==> src/rtl/gpu_pkg.sv <==
// Shared rasterizer back-end types: screen geometry, zbuffer address width, depth planes, sink states.
// Latency: n/a (declarations only).
// Backpressure: n/a.
package gpu_pkg;

    localparam int DEF_SCREEN_WIDTH  = 320;
    localparam int DEF_SCREEN_HEIGHT = 240;
    localparam int ZB_ADDR_W         = 17;
    localparam int FB_COLOR_W        = 16;

    // 1/z in 16.16: near plane at z=1, far plane at z=1024
    localparam logic signed [31:0] INV_NEAR_PLANE = 32'sh0001_0000;
    localparam logic signed [31:0] INV_FAR_PLANE  = 32'sh0000_0040;

    typedef enum logic {
        S_IDLE  = 1'b0,
        S_CLEAR = 1'b1
    } state_t;

    // Framebuffer FIFO entry at the default colour width
    typedef struct packed {
        logic [ZB_ADDR_W-1:0]  addr;
        logic [FB_COLOR_W-1:0] color;
    } fb_entry_t;

endpackage

==> src/rtl/point_fifo.sv <==
// Generic synchronous first-word-fall-through FIFO; DEPTH must be a power of two >= 2.
// Latency: a pushed word is visible on o_pop_dat the cycle after the push edge.
// Backpressure: o_full refuses pushes unless a pop happens in the same cycle; o_pop_dat holds until popped.
module point_fifo #(
    parameter int WIDTH = 33,
    parameter int DEPTH = 4
) (
    input  logic             i_clk,
    input  logic             i_rst_n,
    input  logic             i_push,
    input  logic [WIDTH-1:0] i_push_dat,
    input  logic             i_pop,
    output logic [WIDTH-1:0] o_pop_dat,
    output logic             o_full,
    output logic             o_empty
);
    localparam int AW = $clog2(DEPTH);

    logic [WIDTH-1:0] r_mem [DEPTH];
    logic [AW-1:0]    r_wr_ptr;
    logic [AW-1:0]    r_rd_ptr;
    logic [AW:0]      r_count;
    logic             w_do_push;
    logic             w_do_pop;

    assign o_full    = (r_count == (AW+1)'(DEPTH));
    assign o_empty   = (r_count == '0);
    assign w_do_pop  = i_pop && !o_empty;
    // A full FIFO still takes a word when the head leaves in the same cycle
    assign w_do_push = i_push && (!o_full || w_do_pop);
    assign o_pop_dat = r_mem[r_rd_ptr];

    // Pointer and occupancy bookkeeping; pointers wrap naturally at DEPTH
    always_ff @(posedge i_clk) begin
        if (!i_rst_n) begin
            r_wr_ptr <= '0;
            r_rd_ptr <= '0;
            r_count  <= '0;
        end else begin
            if (w_do_push) r_wr_ptr <= r_wr_ptr + 1'b1;
            if (w_do_pop)  r_rd_ptr <= r_rd_ptr + 1'b1;
            case ({w_do_push, w_do_pop})
                2'b10:   r_count <= r_count + 1'b1;
                2'b01:   r_count <= r_count - 1'b1;
                default: r_count <= r_count;
            endcase
        end
    end

    // Storage array; contents are don't-care until written
    always_ff @(posedge i_clk) begin
        if (w_do_push) r_mem[r_wr_ptr] <= i_push_dat;
    end

endmodule

==> src/rtl/zbuffer_point_sink.sv <==
// Point-stream sink: commits 1/z to the zbuffer, queues colour for the framebuffer, runs the per-frame clear sweep (CLEAR_FB_EN also clears the fb).
// Latency: zbuffer write and fb entry appear the cycle after the accepting edge; clear sweep takes W*H cycles (more with CLEAR_FB_EN under fb stalls).
// Backpressure: none upstream -- points arriving while clearing, off-screen, or with the fb FIFO full are dropped and flagged sticky on o_drop.
module zbuffer_point_sink
    import gpu_pkg::*;
#(
    parameter int                 SCREEN_WIDTH  = DEF_SCREEN_WIDTH,
    parameter int                 SCREEN_HEIGHT = DEF_SCREEN_HEIGHT,
    parameter int                 COLOR_W       = 16,
    parameter int                 FIFO_DEPTH    = 4,
    parameter logic signed [31:0] CLEAR_DEPTH   = 32'sd0
) (
    input  logic                 i_clk,
    input  logic                 i_rst_n,
    input  logic                 i_write,
    input  logic [31:0]          i_point,
    input  logic [31:0]          i_zdata,
    input  logic [COLOR_W-1:0]   i_color,
    input  logic                 i_clear,
    output logic                 o_busy,
    output logic                 o_zbuffer_we,
    output logic [ZB_ADDR_W-1:0] o_zbuffer_addr,
    output logic [31:0]          o_zbuffer_data,
    output logic                 o_fb_valid,
    input  logic                 i_fb_ready,
    output logic [ZB_ADDR_W-1:0] o_fb_addr,
    output logic [COLOR_W-1:0]   o_fb_data,
    output logic                 o_drop
);
    localparam int FB_W = ZB_ADDR_W + COLOR_W;
    localparam logic [ZB_ADDR_W-1:0] LAST_ADDR = ZB_ADDR_W'(SCREEN_WIDTH * SCREEN_HEIGHT - 1);

    state_t               r_state;
    logic [ZB_ADDR_W-1:0] r_sweep_addr;
    logic                 r_zb_we;
    logic [ZB_ADDR_W-1:0] r_zb_addr;
    logic [31:0]          r_zb_data;
    logic                 r_drop;

    logic signed [15:0]   w_x;
    logic signed [15:0]   w_y;
    logic                 w_legal;
    logic [ZB_ADDR_W-1:0] w_pt_addr;
    logic                 w_fb_valid;
    logic                 w_fb_pop;
    logic                 w_full;
    logic                 w_empty;
    logic                 w_can_push;
    logic                 w_accept;
    logic                 w_drop;
    logic                 w_sweep_step;
    logic                 w_push;
    logic [FB_W-1:0]      w_push_dat;
    logic [FB_W-1:0]      w_head;

    // Coordinates are signed so negative values from clipped primitives fail the range test
    assign w_x       = i_point[15:0];
    assign w_y       = i_point[31:16];
    assign w_legal   = (w_x >= 16'sd0) && (int'(w_x) < SCREEN_WIDTH) &&
                       (w_y >= 16'sd0) && (int'(w_y) < SCREEN_HEIGHT);
    assign w_pt_addr = ZB_ADDR_W'(int'(w_y) * SCREEN_WIDTH + int'(w_x));

    assign w_fb_valid = !w_empty;
    assign w_fb_pop   = w_fb_valid && i_fb_ready;
    assign w_can_push = !w_full || w_fb_pop;
    assign w_accept   = (r_state == S_IDLE) && i_write && w_legal && w_can_push;
    assign w_drop     = i_write && !w_accept;

`ifdef CLEAR_FB_EN
    // Sweep shares the fb FIFO, so it only advances when its push lands
    assign w_sweep_step = (r_state == S_CLEAR) && w_can_push;
    assign w_push       = w_accept || w_sweep_step;
    assign w_push_dat   = w_sweep_step ? {r_sweep_addr, COLOR_W'(0)} : {w_pt_addr, i_color};
`else
    assign w_sweep_step = (r_state == S_CLEAR);
    assign w_push       = w_accept;
    assign w_push_dat   = {w_pt_addr, i_color};
`endif

    point_fifo #(
        .WIDTH (FB_W),
        .DEPTH (FIFO_DEPTH)
    ) u_fifo (
        .i_clk      (i_clk),
        .i_rst_n    (i_rst_n),
        .i_push     (w_push),
        .i_push_dat (w_push_dat),
        .i_pop      (w_fb_pop),
        .o_pop_dat  (w_head),
        .o_full     (w_full),
        .o_empty    (w_empty)
    );

    // Sink FSM: point commits in S_IDLE, one clear write per step in S_CLEAR, sticky drop flag
    always_ff @(posedge i_clk) begin
        if (!i_rst_n) begin
            r_state      <= S_IDLE;
            r_sweep_addr <= '0;
            r_zb_we      <= 1'b0;
            r_zb_addr    <= '0;
            r_zb_data    <= '0;
            r_drop       <= 1'b0;
        end else begin
            r_zb_we <= 1'b0;
            if (w_drop) r_drop <= 1'b1;
            case (r_state)
                S_IDLE: begin
                    if (w_accept) begin
                        r_zb_we   <= 1'b1;
                        r_zb_addr <= w_pt_addr;
                        r_zb_data <= i_zdata;
                    end
                    if (i_clear) begin
                        r_state      <= S_CLEAR;
                        r_sweep_addr <= '0;
                    end
                end
                S_CLEAR: begin
                    if (w_sweep_step) begin
                        r_zb_we   <= 1'b1;
                        r_zb_addr <= r_sweep_addr;
                        r_zb_data <= CLEAR_DEPTH;
                        if (r_sweep_addr == LAST_ADDR) r_state <= S_IDLE;
                        else                           r_sweep_addr <= r_sweep_addr + 1'b1;
                    end
                end
                default: r_state <= S_IDLE;
            endcase
        end
    end

    assign o_busy         = (r_state == S_CLEAR);
    assign o_zbuffer_we   = r_zb_we;
    assign o_zbuffer_addr = r_zb_addr;
    assign o_zbuffer_data = r_zb_data;
    assign o_fb_valid     = w_fb_valid;
    // Head is forced to zero when empty so the bus never shows stale or uninitialised storage
    assign o_fb_addr      = w_fb_valid ? w_head[FB_W-1:COLOR_W] : '0;
    assign o_fb_data      = w_fb_valid ? w_head[COLOR_W-1:0]    : '0;
    assign o_drop         = r_drop;

endmodule

==> config.mk <==
export PLATFORM = sky130hd
export DESIGN_NAME = zbuffer_point_sink
export DESIGN_NICKNAME = d
export VERILOG_FILES = /design/src/rtl/gpu_pkg.sv /design/src/rtl/point_fifo.sv /design/src/rtl/zbuffer_point_sink.sv
export SDC_FILE = /design/constraint.sdc
export NUM_CORES = 1
export LEC_CHECK = 0
export ABC_AREA = 1
export BUFFER_PORTS_ARGS = -buffer_cell sky130_fd_sc_hd__buf_2
export CORE_ASPECT_RATIO = 1.75
export CORE_UTILIZATION = 50
export CTS_CLUSTER_DIAMETER = 40
export DETAILED_ROUTE_END_ITERATION = 6
export HOLD_SLACK_MARGIN = 0.02
export PLACE_DENSITY = 0.72
export SKIP_CTS_REPAIR_TIMING = 1
export SYNTH_ARGS = -nofsm -noshare
export SYNTH_HDL_FRONTEND = slang
export SYNTH_HIERARCHICAL = 1
export SYNTH_SLANG_ARGS = --single-unit
==> constraint.sdc <==
create_clock -name i_clk -period 3.7 [get_ports i_clk]
set_input_delay 0.37 -clock i_clk [delete_from_list [all_inputs] [get_ports i_clk]]
set_output_delay 0.37 -clock i_clk [all_outputs]
set_load 0.02 [all_outputs]
; ---- After elaboration in Yosys (flattened, before gate mapping)
; Memory sizes are Yosys's and may differ from the RTL's. A register that Yosys moved wholly into a read port is not among the register bits.
; Cells that the tools add are included.
; W data, S select, Z words.
[word_totals]
ramBits = 132
ff_bits = 76
output_inout_bits = 86
input_bits = 85
n_memories = 1
[classes]
eq_ne = 7
reduce_logical = 18
muxes = 19
bitwise_logic = 1
multipliers = 1
n_lt_le_gt_ge = 4
add_sub_neg = 6
[mem_list]
columns = name, depth, width, read_ports, rd_ports_with_merged_regs, wr, line
row1 = u_fifo.r_mem, 4, 33, 1, 1, 1, point_fifo.sv:19  ; logic [WIDTH-1:0] r_mem [DEPTH];
[ops]
columns = cell, count
row1 = $mux W17, 4
row2 = $pmux W17 S2, 2
row3 = $pmux W32 S2, 1
row4 = $ge A16 B1 Y1 const B, 2
row5 = $mux W32, 1
row6 = $add A17 B1 Y17 const B, 1
row7 = $add A17 B16 Y17, 1
row8 = $eq A17 B17 Y1 const B, 1
row9 = $lt A16 B10 Y1 const B, 1
row10 = $lt A16 B9 Y1 const B, 1
row11 = $mul A16 B4 Y11 const B, 1
row12 = $mux W16, 1
row13 = $logic_and A1 B1 Y1, 10
row14 = $pmux W3 S2, 1
row15 = $mux W1, 5
row16 = $add A2 B1 Y2 const B, 2
row17 = $mux W2, 2
row18 = $ne A2 B2 Y1 const B, 2
row19 = $pmux W1 S2, 2
row20 = $add A3 B1 Y3 const B, 1
row21 = $eq A3 B3 Y1 const B, 1
row22 = $logic_not A1 Y1, 3
row23 = $logic_not A3 Y1, 1
row24 = $sub A3 B1 Y3 const B, 1
row25 = other kinds (7), 8

; ---- Longest topological paths before layout
[logic_depth]
depth_word = 9
ltp_mapped = 20
depth_no_buf = 18

; ---- Modules after synthesis
; The synthesis kept the hierarchy.
[modules_own_cells]
columns = module, cells_per_inst, area_each_um2, instances, seq_area_each_um2
row1 = point_fifo, 393, 5422.7, 1, 4144.0
row2 = zbuffer_point_sink, 682, 4445.5, 1, 1381.3

; ---- Worst setup path before layout
; No wires, ideal clock.
[synth_path]
path_kind = register to register
from = reg u_fifo.r_count[1]
to = mem u_fifo.r_mem[0][0] (enable)
n_path_buf = 2
period_less_slack_ps = 3302
stages_incl_launch_ff = 13
path_slack_ps = 398
arrival_time_ps = 2879
required_ps = 3277
setup_ps = 423
cell_sequence = dfxtp_1 > nor2_1 > nand2_1 > inv_1 > buf_6 > o21ai_1 > nand2_1 > nor2_1 > nand2_1 > inv_2 > buf_2 > nand2_1 > nor2_1
[synth_between]
elab_chain_cells = 8
word_cells_on_any_way = 12
cone_classes = 1 x eq/ne / 2 x mux / 9 x reduce/logical
[synth_rtl]
columns = element, line
row1 = start: declaration, point_fifo.sv:22  ; logic [AW:0] r_count;
row2 = start signal: assignment, point_fifo.sv:43  ; 2'b10: r_count <= r_count + 1'b1;
row3 = start signal: assignment, point_fifo.sv:44  ; 2'b01: r_count <= r_count - 1'b1;
row4 = start signal: assignment, point_fifo.sv:45  ; default: r_count <= r_count;
row5 = $logic_not A3 Y1, point_fifo.sv:27  ; assign o_empty = (r_count == '0);
row6 = net w_empty, zbuffer_point_sink.sv:47  ; logic w_empty;
row7 = $logic_not A1 Y1, zbuffer_point_sink.sv:63  ; assign w_fb_valid = !w_empty;
row8 = $logic_and A1 B1 Y1, zbuffer_point_sink.sv:64  ; assign w_fb_pop = w_fb_valid && i_fb_ready;
row9 = $logic_or A1 B1 Y1, zbuffer_point_sink.sv:65  ; assign w_can_push = !w_full || w_fb_pop;
row10 = $logic_and A1 B1 Y1, zbuffer_point_sink.sv:66  ; assign w_accept = (r_state == S_IDLE) && i_write && w_legal && w_can_push;
row11 = net w_accept, zbuffer_point_sink.sv:49  ; logic w_accept;
row12 = $logic_and A1 B1 Y1, point_fifo.sv:30  ; assign w_do_push = i_push && (!o_full || w_do_pop);
row13 = $mux W1, point_fifo.sv:52  ; if (w_do_push) r_mem[r_wr_ptr] <= i_push_dat;
row14 = $mux W1 (implied by the code), point_fifo.sv:52
row15 = end: declaration, point_fifo.sv:19
; The timed path passes the listed nets, and every way through them passes these cells.

; ---- Worst setup path in the final report
[layout_path]
from = in i_point[17]
to = mem u_fifo.r_mem[3][32], data pin
[layout_between]
elab_chain_cells = 2
[layout_rtl]
columns = element, line
row1 = start: declaration, zbuffer_point_sink.sv:16  ; input logic [31:0] i_point,
row2 = $mul A16 B4 Y11, zbuffer_point_sink.sv:61  ; assign w_pt_addr = ZB_ADDR_W'(int'(w_y) * SCREEN_WIDTH + int'(w_x));
row3 = $add A17 B16 Y17, zbuffer_point_sink.sv:61
row4 = net w_pt_addr[16], zbuffer_point_sink.sv:43  ; logic [ZB_ADDR_W-1:0] w_pt_addr;
; The timed path passes the listed nets, and every way through them passes these cells.

==> summary.txt <==
Run status
  – Run status: finished clean

Worst setup path
  – CP max-delay cell: fa_1
  – Category of cells accounting for the largest share of critical-path delay: adder cells
  – Buffers & Inverters on Critical Path: 3
  – CP required: between 3 and 4 ns
  – CP cell instances: buf_2, ha_1, ha_1, fa_1, nand3_1, nand2_1, nand2_1, nand2_1, a21oi_1, xnor2_1, ha_1, nand2_1, inv_1, a21oi_1, nand3_1, inv_1, nand2_1, and2_1
  – Crit path largest cell delay: 0.41 ns
  – Category of the critical setup timing path: in2reg
  – Slack of the worst reg-to-reg path: slightly below 1 ns
  – Largest fanout on the critical path: 4
  – Cell repeated most along the worst path: nand2_1
  – Type of destination of the critical path: flop
  – Critical path launch point: i_point[17]
  – Element type at the critical path start: primary input
  – WP data arrival: 3.05 ns
  – FF-to-FF Start: u_fifo/r_count[1]
  – Length in cells of the worst reg-to-reg path: 11
  – End of the worst register-to-register path: u_fifo/r_mem[1][11]

Route
  – Number of nets with antenna violations after detailed routing: 0
  – Vias after detailed routing: ~7800
  – Drt initial violations: between 300 and 400
  – DR WL/cell: about 15 µm
  – DRC errors left: 0
  – Overall routed net length: 23.1 mm
  – Number of search-and-repair iterations in the first detailed-routing pass: 5
  – Average via count per standard cell: around 5.2

CTS
  – Number of buffers created by CTS: 21
  – Clock-pin slew on the worst setup and hold paths: roughly 0.060 ns
  – Clk sinks: 210
  – CTS tree: built
  – Htree depth: 1
  – Number of buffers between clock root and the deepest sink: 3
  – Insertion delay of the later-clocked pin in the worst-skew pair: 0.50 ns
  – Clk Tree Root Cell: clkbuf_16

Hold path
  – Cell depth of the worst min-delay path: 1
  – Sink of the worst hold path: u_fifo/r_mem[2][3]
  – Path category of the worst min-delay check: in2reg
  – Source of the worst hold timing path: i_color[3]

Final layout
  – Core occupancy in the finished layout: 59.8%
  – Fillers: roughly 1800
  – Count of nets after finishing: between 1000 and 1500
  – Most common cell after layout, fill and taps aside: nor2_1
  – Most frequent cells in the layout: 208 x nor2_1, 170 x buf_2, 163 x nand2_1, 132 x edfxtp_1, 108 x inv_1
  – Area delta synth->final: 16.8%
  – Layout cells sized above 1: about a fifth

Timing
  – Slew at the pin closest to its max-slew limit: 0.980 ns
  – Clock period minus worst slack: 2.80 ns
  – Post-route clock skew: 0.0144 ns
  – Fmax: 357 MHz
  – Final setup TNS: 0 ns
  – Worst slew margin relative to its limit: 34.4%
  – Hold Fails Final Rpt: 0
  – Final number of setup-violating endpoints: 0
  – Setup repair after global routing missed its margin: no
  – Max Slew Vio Count: 0
  – Final worst-path cycle share: roughly three quarters

Job
  – Max Cap Viol: 0

Logic synthesis
  – Primary flip-flop cell chosen by synthesis mapping: edfxtp_1
  – Combinational family with the most area after synthesis: simple AND/OR/NAND/NOR gates
  – Mean cell area of the mapped netlist: 9.18 µm²
  – Synthesized net count: approximately 1200
  – Part of the Yosys area used for sequential elements: 56.0%
  – Share of the synthesized netlist area taken by xor and xnor gates: 1.60%
  – Number of distinct library cells after synthesis: 40
  – Post-synth EDFFs: approximately 130
  – Share of async-settable or async-resettable flops after synthesis: 0%
  – Post-Synth Simple-Gate Area: roughly a fifth
  – Number of cells produced by synthesis: approximately 1100
  – Compound-cell area share of the yosys netlist: 10.4%
  – Adder-cell share of the synthesized area: under 10%
  – Share of cell area taken by muxes after synthesis: 0%
  – Area of the mapped netlist: 0.00987 mm²
  – Count of warnings emitted by yosys: 6
  – Post-synthesis sequential element count: 210

GRT
  – Wire length of the first global-routing pass: approximately 37 mm
  – Antenna violations before repair: 1
  – Number of global-route vias before repair: ~7700
  – Maximum number of pins on one net before global-route repair: 67
  – Tot GR Track Use: between 20% and 30%
  – Total gr overflow: 0

Floorplan
  – Die Ht: between 150 and 200 µm
  – Floorplan die width: approximately 110 µm
  – Die outline area: slightly above 0.02 mm²
  – FP Rows: 67
  – Effective utilization at floorplan: 51.2%
  – I/O pin count: approximately 170
  – Core Area: 0.0193 mm²

Power
  – Switching power: around 1.3 mW
  – Clock network fraction of design power: roughly two fifths
  – Gate power share: between 10% and 20%
  – Power per cell area: about 450 mW/mm²
  – Maximum resistive drop on vdd: 329 µV
  – Static leakage power: 5.01 nW
  – Fraction of power consumed by sequential logic: between 40% and 50%
  – Internal power: about 4 mW
  – Switch share: roughly 25%

Placement
  – Buffers added on ports: 170
  – Detailed Place HPWL: between 15 and 20 mm
  – Weighted congestion at the end of routability-driven global placement: about 0.92
==> metrics by stage <==
step                      instance area (µm²)  cells  total power, mW  hold WS, ns  setup slack (ns)
final                                   11500   1493             5.21       0.0820             0.902
after global routing                    11500   1493             5.43       0.0783             0.677
after CTS                               11500   1492             5.25       0.0694             0.892
after detailed placement                10800   1454             3.18        0.428             0.366
after global placement                  10800   1454             3.18        0.424             0.453
after floorplan                          9870   1075             3.00        0.459             0.398
==> sequential cells by signal (all words and copies together), names as in the netlist, named ones only <==
register / count
o_zbuffer_addr: 17
u_fifo/r_wr_ptr: 2
r_sweep_addr: 17
u_fifo/r_count: 3
o_busy: 1
o_drop: 1
u_fifo/r_rd_ptr: 2
o_zbuffer_we: 1
o_zbuffer_data: 32
u_fifo/r_mem: 132
==> cells by family after synthesis <==
family                     count (synthesis)
AOI/OAI and AO/OA                        188
xor gates and xnor gates                  18
adders and majority gates                 35
buffers and inverters                    159
DFF                                      210
and+or+nand+nor                          465
==> Yosys cell counts, types with 5 or more instances <==
cell type	instances	area, µm²
nor2_1	212	796
nand2_1	163	612
edfxtp_1	132	3960
inv_1	108	405
o21ai_0	86	430
dfxtp_1	78	1560
nand3_1	51	255
a21oi_1	35	175
o22ai_1	33	206
ha_1	32	400
o21ai_1	19	95.1
buf_2	15	75.1
buf_6	13	146
clkbuf_1	12	45.0
nand4_1	10	62.6
xor2_1	10	87.6
nor3_1	9	45.0
xnor2_1	8	70.1
inv_2	5	18.8
==> area by class of cell <==
class                           count  area, µm²  area share (%)
Sequential cell                   210       5530            48.0
Multi-Input combinational cell    706       3630            31.5
Timing Repair Buffer              183        948            8.23
Clock buffer                       23        543            4.71
Inverter                          114        433            3.76
Tap cell                          241        302            2.62
Clock inverter                     15        139            1.21
Antenna cell                        1       2.50          0.0217
==> power by group through the flow <==
stage,Sequential [mW],Clock [mW],Combinational [mW]
global placement,2.62,0,0.557
finish,2.57,2.07,0.563
global route,2.57,2.21,0.639
detailed placement,2.62,0,0.563
CTS,2.57,2.11,0.566
floorplan,2.64,0,0.354
==> worst max-delay path by stage <==
stage / endpoint / slack (ns) / cells past startpoint
6_report: u_fifo/r_mem[3][32] / 0.90 / 18
4_1_cts: u_fifo/r_mem[3][32] / 0.89 / 17
5_1_grt: u_fifo/r_mem[3][32] / 0.68 / 17
3_3_place_gp: u_fifo/r_mem[3][32] / 0.45 / 17
2_1_floorplan: u_fifo/r_mem[0][0] / 0.40 / 12
3_5_place_dp: u_fifo/r_mem[2][32] / 0.37 / 17
==> metal layers <==
metal | global-route usage [%] | share of wire, % | wire length (µm)
met1 | 23.4 | 36 | 8420
met2 | 44.3 | 55 | 12700
met3 | 3.34 | 4.5 | 1050
met5 | 0 | 0 | 0
met4 | 11.4 | 3.9 | 893
Power figures use the tool's default switching activity.
